===== src/rtl/parking_pkg.sv =====
// Shared types and constants for the parking gate controller slice.
// Latency: none (declarations only).
// Backpressure: none (declarations only).
package parking_pkg;

    localparam int SPOT_W          = 3;
    localparam int NUM_SPOTS       = 8;
    localparam int FREE_W          = 4;
    localparam int GATE_CYCLES_DEF = 4;
    // exit_err is a single-cycle pulse
    localparam int ACK_CYCLES      = 1;

    typedef enum logic [2:0] {
        S_IDLE     = 3'd0,
        S_ALLOC    = 3'd1,
        S_VERIFY   = 3'd2,
        S_OPEN_IN  = 3'd3,
        S_OPEN_OUT = 3'd4,
        S_REJECT   = 3'd5,
        S_WAIT_REL = 3'd6
    } state_t;

    // Number of zero bits in the occupancy map
    function automatic logic [FREE_W-1:0] free_of(input logic [NUM_SPOTS-1:0] occ);
        logic [FREE_W-1:0] n;
        n = FREE_W'(NUM_SPOTS);
        for (int i = 0; i < NUM_SPOTS; i++) begin
            n = n - FREE_W'(occ[i]);
        end
        return n;
    endfunction

endpackage


===== src/rtl/token_production.sv =====
// Token mapping: result = val ^ pattern; used both to encode spot->token and decode token->spot.
// Latency: combinational, zero cycles.
// Backpressure: none; pure function of its inputs.
module token_production
    import parking_pkg::*;
(
    input  logic [SPOT_W-1:0] val,
    input  logic [SPOT_W-1:0] pattern,
    output logic [SPOT_W-1:0] result
);

    assign result = val ^ pattern;

endmodule


===== src/rtl/parking_gate_controller.sv =====
// Parking lot sequencer: allocates lowest free spot on entry, validates exit tokens, drives both gates.
// Latency: ack/err pulse 2 cycles after the request is sampled in IDLE; gate then open GATE_CYCLES cycles.
// Backpressure: 4-phase level handshake; one request served at a time, next only after the served one drops.
module parking_gate_controller
    import parking_pkg::*;
#(
    parameter int                GATE_CYCLES     = GATE_CYCLES_DEF,
    parameter logic [SPOT_W-1:0] DEFAULT_PATTERN = 3'd0
) (
    input  logic                 clk,
    input  logic                 rst_n,
    input  logic                 car_in_req,
    input  logic                 car_out_req,
    input  logic [SPOT_W-1:0]    token_in,
    input  logic                 cfg_load,
    input  logic [SPOT_W-1:0]    cfg_pattern,
    output logic                 entry_ack,
    output logic [SPOT_W-1:0]    token_out,
    output logic                 exit_ack,
    output logic                 exit_err,
    output logic                 gate_in_open,
    output logic                 gate_out_open,
    output logic [NUM_SPOTS-1:0] occupancy,
    output logic [FREE_W-1:0]    free_count,
    output logic                 full,
    output logic                 cfg_err
);

    localparam int CNT_W = $clog2(GATE_CYCLES + ACK_CYCLES + 1);

    state_t               state, state_nxt;
    logic [CNT_W-1:0]     cnt, cnt_nxt;
    logic [SPOT_W-1:0]    spot_r, spot_nxt;
    logic                 served_out, served_out_nxt;
    logic [SPOT_W-1:0]    pattern;
    logic [SPOT_W-1:0]    low_free;
    logic [SPOT_W-1:0]    enc_tok;
    logic [SPOT_W-1:0]    dec_spot;
    logic [NUM_SPOTS-1:0] occ_nxt;
    logic                 open_lead;
    logic                 cfg_ok;

    token_production u_encode (
        .val     (spot_r),
        .pattern (pattern),
        .result  (enc_tok)
    );

    token_production u_decode (
        .val     (token_in),
        .pattern (pattern),
        .result  (dec_spot)
    );

    // Lowest-index free spot; scanning downward lets the smallest index win
    always_comb begin
        low_free = '0;
        for (int i = NUM_SPOTS - 1; i >= 0; i--) begin
            if (!occupancy[i]) begin
                low_free = SPOT_W'(i);
            end
        end
    end

    // State register plus the spot/counter context of the transaction in flight
    always_ff @(posedge clk) begin
        if (!rst_n) begin
            state      <= S_IDLE;
            cnt        <= '0;
            spot_r     <= '0;
            served_out <= 1'b0;
        end else begin
            state      <= state_nxt;
            cnt        <= cnt_nxt;
            spot_r     <= spot_nxt;
            served_out <= served_out_nxt;
        end
    end

    // Next-state logic; open/reject states spend one lead cycle before their pulse
    always_comb begin
        state_nxt      = state;
        cnt_nxt        = cnt;
        spot_nxt       = spot_r;
        served_out_nxt = served_out;
        case (state)
            S_IDLE: begin
                if (car_out_req) begin
                    state_nxt      = S_VERIFY;
                    served_out_nxt = 1'b1;
                end else if (car_in_req && !full) begin
                    state_nxt      = S_ALLOC;
                    served_out_nxt = 1'b0;
                end
            end
            S_ALLOC: begin
                spot_nxt  = low_free;
                cnt_nxt   = CNT_W'(GATE_CYCLES);
                state_nxt = S_OPEN_IN;
            end
            S_VERIFY: begin
                spot_nxt = dec_spot;
                if (occupancy[dec_spot]) begin
                    cnt_nxt   = CNT_W'(GATE_CYCLES);
                    state_nxt = S_OPEN_OUT;
                end else begin
                    cnt_nxt   = CNT_W'(ACK_CYCLES);
                    state_nxt = S_REJECT;
                end
            end
            S_OPEN_IN, S_OPEN_OUT, S_REJECT: begin
                if (cnt == '0) begin
                    state_nxt = S_WAIT_REL;
                end else begin
                    cnt_nxt = cnt - CNT_W'(1);
                end
            end
            S_WAIT_REL: begin
                if (!(served_out ? car_out_req : car_in_req)) begin
                    state_nxt = S_IDLE;
                end
            end
            default: state_nxt = S_IDLE;
        endcase
    end

    // Moore outputs decoded from state and the gate counter
    always_comb begin
        entry_ack     = 1'b0;
        exit_ack      = 1'b0;
        exit_err      = 1'b0;
        gate_in_open  = 1'b0;
        gate_out_open = 1'b0;
        case (state)
            S_OPEN_IN: begin
                entry_ack    = (cnt == CNT_W'(GATE_CYCLES - 1));
                gate_in_open = (cnt != CNT_W'(GATE_CYCLES));
            end
            S_OPEN_OUT: begin
                exit_ack      = (cnt == CNT_W'(GATE_CYCLES - 1));
                gate_out_open = (cnt != CNT_W'(GATE_CYCLES));
            end
            S_REJECT: begin
                exit_err = (cnt != CNT_W'(ACK_CYCLES));
            end
            default: ;
        endcase
    end

    // The lead cycle of an open state is where the occupancy map changes
    assign open_lead = (cnt == CNT_W'(GATE_CYCLES));
    // Pattern may only move when no token can be outstanding and nothing is pending
    assign cfg_ok    = (state == S_IDLE) && (occupancy == '0) && !car_in_req && !car_out_req;
    assign full      = (free_count == '0);

    // Next occupancy map, so free_count can be registered alongside it
    always_comb begin
        occ_nxt = occupancy;
        if (state == S_OPEN_IN && open_lead) begin
            occ_nxt[spot_r] = 1'b1;
        end else if (state == S_OPEN_OUT && open_lead) begin
            occ_nxt[spot_r] = 1'b0;
        end
    end

    // Occupancy, free count, issued token and pattern register
    always_ff @(posedge clk) begin
        if (!rst_n) begin
            occupancy  <= '0;
            free_count <= FREE_W'(NUM_SPOTS);
            token_out  <= '0;
            pattern    <= DEFAULT_PATTERN;
            cfg_err    <= 1'b0;
        end else begin
            occupancy  <= occ_nxt;
            free_count <= free_of(occ_nxt);
            cfg_err    <= 1'b0;
            if (state == S_OPEN_IN && open_lead) begin
                token_out <= enc_tok;
            end
            if (cfg_load) begin
                if (cfg_ok) begin
                    pattern <= cfg_pattern;
                end else begin
                    cfg_err <= 1'b1;
                end
            end
        end
    end

endmodule


===== config.mk =====
export PLATFORM = sky130hd
export DESIGN_NAME = parking_gate_controller
export DESIGN_NICKNAME = d
export VERILOG_FILES = /design/src/rtl/parking_pkg.sv /design/src/rtl/token_production.sv /design/src/rtl/parking_gate_controller.sv
export SDC_FILE = /design/constraint.sdc
export NUM_CORES = 1
export LEC_CHECK = 0
export CAP_MARGIN = 20
export CELL_PAD_IN_SITES_DETAIL_PLACEMENT = 1
export CELL_PAD_IN_SITES_GLOBAL_PLACEMENT = 1
export CORE_MARGIN = 10
export CORE_UTILIZATION = 41
export DETAILED_ROUTE_END_ITERATION = 10
export PLACE_DENSITY_LB_ADDON = 0.1
export SETUP_SLACK_MARGIN = 0.3
export SKIP_CTS_REPAIR_TIMING = 1
export SLEW_MARGIN = 5
export SYNTH_ARGS = -nofsm -noshare
export SYNTH_HDL_FRONTEND = slang
export SYNTH_HIERARCHICAL = 1
export SYNTH_SLANG_ARGS = --single-unit

===== constraint.sdc =====
create_clock -name clk -period 8.4 [get_ports clk]
set_input_delay 1.26 -clock clk [delete_from_list [all_inputs] [get_ports clk]]
set_output_delay 1.26 -clock clk [all_outputs]
set_load 0.01 [all_outputs]

# After elaboration in Yosys (flattened, before gate mapping)
# Index checks and enable logic that the tools add are counted.
classes:
  n_bitwise: 5
  eq_ne: 14
  addsub: 9
  n_reduce_logical: 23
  shift: 0
  mux: 33
  n_lt_le_gt_ge: 3
  multipliers: 0
  div: 0
ops:
  columns: ["op", "count"]
  rows:
  - ["$mux 3", 14]
  - ["$sub 4x1->4", 7]
  - ["$mux 8", 2]
  - ["$pmux 3 s5", 1]
  - ["$eq 3x3->1 const B", 4]
  - ["$mux 1", 12]
  - ["$eq 3x2->1 const B", 3]
  - ["$pmux 3 s3", 1]
  - ["$and 8x8->8", 1]
  - ["$logic_not 8->1", 1]
  - ["$lt 3x4->1 const B", 2]
  - ["$not 8->8", 1]
  - ["$or 8x8->8", 1]
  - ["$reduce_and 2->1", 4]
  - ["$logic_and 1x1->1", 7]
  - ["$logic_not 3->1", 2]
  - ["$ne 2x2->1 const B", 3]
  - ["$ne 3x3->1 const B", 2]
  - ["$pmux 3 s2", 1]
  - ["$xor 3x3->3", 2]
  - ["$logic_not 4->1", 1]
  - ["$reduce_bool 2->1", 2]
  - ["$sub 4x1->4 const A", 1]
  - ["$bmux 1 s3", 1]
  - ["9 further kinds", 11]
totals:
  output_inout_bits: 22
  romBits: 0
  latchBits: 0
  ramBits: 0
  input_bits: 11
  n_memories: 0
  word_cells: 96
  reg_bits: 29

# Longest topological paths before layout
logic_depth:
  ltp_word: 16
  mapped_depth: 14
  ltp_nobuf: 14

# Cells and area by module
# The synthesis kept the hierarchy.
modules_own_cells:
  columns: ["module", "area_per_inst_um2", "n_inst", "seq_area_each_um2", "cells_per_inst"]
  rows:
  - ["parking_gate_controller", 1697.9, 1, 580.6, 200]
  - ["token_production", 26.3, 2, 0.0, 3]

# Worst setup path after synthesis
# OpenSTA, ideal clock, no wires.
synth_path:
  path_type: "register to register"
  start: "reg cnt[0]"
  end: "reg free_count[2]"
  period_less_slack_ps: 3573
  stages_incl_launch_ff: 14
  setup_time_ps: 115
  t_required_ps: 8285
  setup_slack_ps: 4827
  t_arrival_ps: 3458
  path_buffers: 0
  path_cell_list: "dfxtp_1 -> inv_1 -> ha_1 -> nand2_1 -> nor2_1 -> a32oi_1 -> fa_1 -> ha_1 -> inv_1 -> fa_1 -> inv_1 -> fa_1 -> ha_1 -> and2_1"
synth_via:
  elab_chain_cells: 12
  elab_cells_between_ends: 13
  cone_classes: "add/sub (8); eq/ne (1); mux (2); reduce/logical (2)"
synth_rtl:
  columns: ["item", "line_no", "source"]
  rows:
  - ["start, declared", "parking_gate_controller.sv:32", "logic [CNT_W-1:0] cnt, cnt_nxt;"]
  - ["start signal, assigned", "parking_gate_controller.sv:74", "cnt <= cnt_nxt;"]
  - ["$eq 3x3->1 (*)", "parking_gate_controller.sv:151", "assign open_lead = (cnt == CNT_W'(GATE_CYCLES));"]
  - ["$logic_and 1x1->1", "parking_gate_controller.sv:161", "end else if (state == S_OPEN_OUT && open_lead) begin"]
  - ["$mux 8", "parking_gate_controller.sv:161", null]
  - ["$mux 8 (*)", "parking_gate_controller.sv:159", "if (state == S_OPEN_IN && open_lead) begin"]
  - ["$sub 4x1->4 (7 in a row)", "parking_pkg.sv:28", "n = n - FREE_W'(occ[i]);"]
  - ["$sub 4x1->4 (*)", "parking_pkg.sv:28", null]
  - ["end signal, assigned", "parking_gate_controller.sv:170", "free_count <= FREE_W'(NUM_SPOTS);"]
  - ["end signal, assigned", "parking_gate_controller.sv:176", "free_count <= free_of(occ_nxt);"]
  - ["end, declared", "parking_gate_controller.sv:24", "output logic [FREE_W-1:0] free_count,"]
# Mark *: on every way between the ends. The rest lies on a longest branch, timed or not.
# A chain may end at the register's enable or synchronous reset.

# Worst setup path in the final report
layout_path:
  start: "reg state[1]"
  end: "reg free_count[2]"
layout_via:
  elab_chain_cells: 12
  elab_cells_between_ends: 14
  cone_classes: "add/sub (8); eq/ne (2); mux (2); reduce/logical (2)"
layout_rtl:
  columns: ["item", "line_no", "source"]
  rows:
  - ["start, declared", "parking_gate_controller.sv:31", "state_t state, state_nxt;"]
  - ["start signal, assigned", "parking_gate_controller.sv:73", "state <= state_nxt;"]
  - ["$eq 3x3->1", "parking_gate_controller.sv:161", null]
  - ["$logic_and 1x1->1", "parking_gate_controller.sv:161", null]
  - ["$mux 8", "parking_gate_controller.sv:161", null]
  - ["$mux 8 (*)", "parking_gate_controller.sv:159", null]
  - ["$sub 4x1->4 (7 in a row)", "parking_pkg.sv:28", null]
  - ["$sub 4x1->4 (*)", "parking_pkg.sv:28", null]
# Marks and branches as above.

==> flow_summary.json <==
{
  "hp-class": "flip-flop to flip-flop",
  "synth_cell_type_count": 45,
  "grtUsageTotal": 0.149,
  "fmax_mhz": 247,
  "cts_tree": "yes",
  "num_antenna_cells": 0,
  "drive_above_1_share": 0.0769,
  "grt_max_degree": 21,
  "critPathLaunchType": "flip-flop",
  "cts_made_buffers": 5,
  "outcome": "finished, final reports clean",
  "cts_buffer_depth": 2,
  "yosysWarnings": 6,
  "placeableCoreArea_mm2": 0.00406,
  "ys_top_cells_by_count": "dfxtp_1 (29), nor2_1 (23), nand2_1 (16)",
  "synth_xor_xnor_area_share": 0.0300,
  "crit_arrival_ns": 4.23,
  "synth_top_family_by_area": "simple AND/OR/NAND/NOR gates",
  "ff2ff_path_depth": 11,
  "ys.flop_type": "dfxtp_1",
  "vias": 1638,
  "hold_viol": 0,
  "crit_fanout": 17,
  "grt_setup_unrepaired": "no",
  "row_count": 23,
  "period_minus_slack_ns": 4.05,
  "syn_avg_cell_area_um2": 8.50,
  "maxCapViolations": 0,
  "clkTransAtPathRegs_ns": 0.07,
  "vdd_drop_max_v": 0.000163,
  "maxSlewHeadroom": 0.541,
  "h-tree-depth": 2,
  "clkLatencyLatePin_ns": 0.29,
  "ys_seq_area_frac": 0.332,
  "die_w_um": 85.3,
  "yosysMostFrequentCell": "dfxtp_1",
  "finalNetCount": 256,
  "yosys-top-cells-area": "dfxtp_1 (33%), ha_1 (5.7%), nor2_1 (4.9%)",
  "finalCritPeriodShare": 0.482,
  "routed_wl_mm": 5.38,
  "finalSetupTns_ns": 0,
  "hpwlAfterDp_mm": 4.02,
  "die_area_mm2": 0.00728,
  "synth_top_area_cell": "dfxtp_1",
  "tightest_slew_ns": 0.687,
  "grt_pass1_wl_mm": 8.81,
  "critical_path.endpoint_type": "flip-flop",
  "endpoint": "free_count[2]",
  "maxSlewViolCount": 0,
  "detail_route.drc_violations": 0,
  "yosys.area_share.simple": 0.220,
  "synth.area.mux_share": 0.0586,
  "syn_inst": 206,
  "netlist_area_mm2": 0.00175,
  "setup_violations": 0,
  "netlist.area_leader.share": 0.332,
  "first_global_vias": 1730,
  "synthesis.nets": 229,
  "path_class": "flip-flop to flip-flop",
  "fin_worst_skew_ns": 0.00518,
  "power_uw": 521,
  "synth_edf_count": 0,
  "viasPerCell": 5.77,
  "drt_pass1_iterations": 4,
  "regToRegEndpoint": "free_count[2]",
  "wl_per_cell_um": 19.0,
  "antenna_found_initial": 0,
  "r2r-start": "state[1]",
  "gp_congestion": 0.838,
  "clockRootBuffer": "clkbuf_8",
  "clock_sinks": 29,
  "placed_area_mm2": 0.00207,
  "io_pins": 33,
  "synth_compound_area_frac": 0.192,
  "yosys.area_share.adder": 0.103,
  "design_area_mm2": 0.00217,
  "syn_to_final_growth_pct": 24.2,
  "overflow": 0,
  "rrSetupSlack_ns": 4.35,
  "fillers": 500,
  "p_leak_uw": 0.000827,
  "die_y_um": 85.3,
  "ant_nets": 0,
  "synth-seq-cells": 29,
  "async_flop_share": 0,
  "cp.required_ns": 8.58,
  "start_util": 0.431,
  "portBuffers": 32,
  "drt_iter0_drc": 83,
  "p_per_area_mw_per_mm2": 240,
  "startpoint": "state[1]"
}
[worst max-delay path, stage by stage (launching register included)]
cell	delay [ns]
dfxtp_1	0.70
nand3b_2	0.24
nor2_1	0.54
a32oi_1	0.28
fa_1	0.59
ha_1	0.15
inv_1	0.05
fa_1	0.49
inv_1	0.06
fa_1	0.42
ha_1	0.27
and2_1	0.15
[registers in the layout, indices dropped and copies added, names as in the netlist]
name	flops
cfg_err	1
cnt	3
occupancy	8
state	3
spot_r	3
served_out	1
pattern	3
free_count	4
token_out	3
[per-stage QoR]
step | util | instances | hold WS, ns | worst slack [ns]
final | 0.536 | 284 | 0.478 | 4.35
after global routing | 0.536 | 284 | 0.502 | 4.08
after CTS | 0.536 | 284 | 0.484 | 4.34
after detailed placement | 0.511 | 276 | 0.476 | 4.40
after global placement | 0.511 | 276 | 0.457 | 4.56
after floorplan | - | 206 | 0.449 | 4.83
[layout make-up]
| type | count | area (um^2) | area share |
|---|---|---|---|
| well taps | 50 | 62.6 | 0.0288 |
| multi-input cells | 151 | 1060 | 0.486 |
| repair buffers | 32 | 320 | 0.147 |
| inverters | 14 | 52.6 | 0.0242 |
| flip-flops and latches | 29 | 581 | 0.267 |
| clock inverters | 1 | 5.00 | 0.00230 |
| clock buffers | 7 | 96.3 | 0.0443 |
[logic make-up after synthesis]
| logic type | Yosys count |
|---|---|
| and+or+nand+nor | 76 |
| AOI/OAI and AO/OA | 48 |
| DFF | 29 |
| buffers and inverters | 26 |
| adders and majority gates | 12 |
| muxes | 9 |
| xor gates and xnor gates | 6 |
[how the worst min path moves through the flow]
stage               startpoint  endpoint  slack (ns)  cells after the start
floorplan               cnt[1]    cnt[1]        0.45                      2
global placement        cnt[1]    cnt[1]        0.46                      2
detailed placement      cnt[1]    cnt[1]        0.48                      2
CTS                     cnt[1]    cnt[1]        0.48                      2
global route            cnt[1]    cnt[1]        0.50                      2
finish                  cnt[1]    cnt[1]        0.48                      2
[routing by layer]
| layer | GRT usage | share of wire | up-vias |
|---|---|---|---|
| met2 | 0.258 | 0.50 | 38 |
| met4 | 0.0509 | 0.016 | 0 |
| met5 | 0 | 0 | - |
| met1 | 0.166 | 0.43 | 810 |
| li1 | - | - | 781 |
| met3 | 0.0497 | 0.055 | 9 |
[where the power goes]
group	leakage [uW]	internal [uW]	switching, uW
combinational	0.000537	81.1	105
sequential	0.000236	157	48.0
clock	0.0000542	74.0	56.2
[layout by cell type (no fill, tap or decap), types with 5 or more instances in the layout]
cell	count
nand3_1	10
ha_1	8
clkbuf_8	7
o21ai_0	11
nor2_1	23
dfxtp_1	29
nand2b_1	5
inv_1	14
mux2i_1	8
nand2_1	16
a21oi_1	11
a32oi_1	6
xor2_1	6
clkdlybuf4s50_1	32
Note: power is estimated with default switching activity, not from simulation.
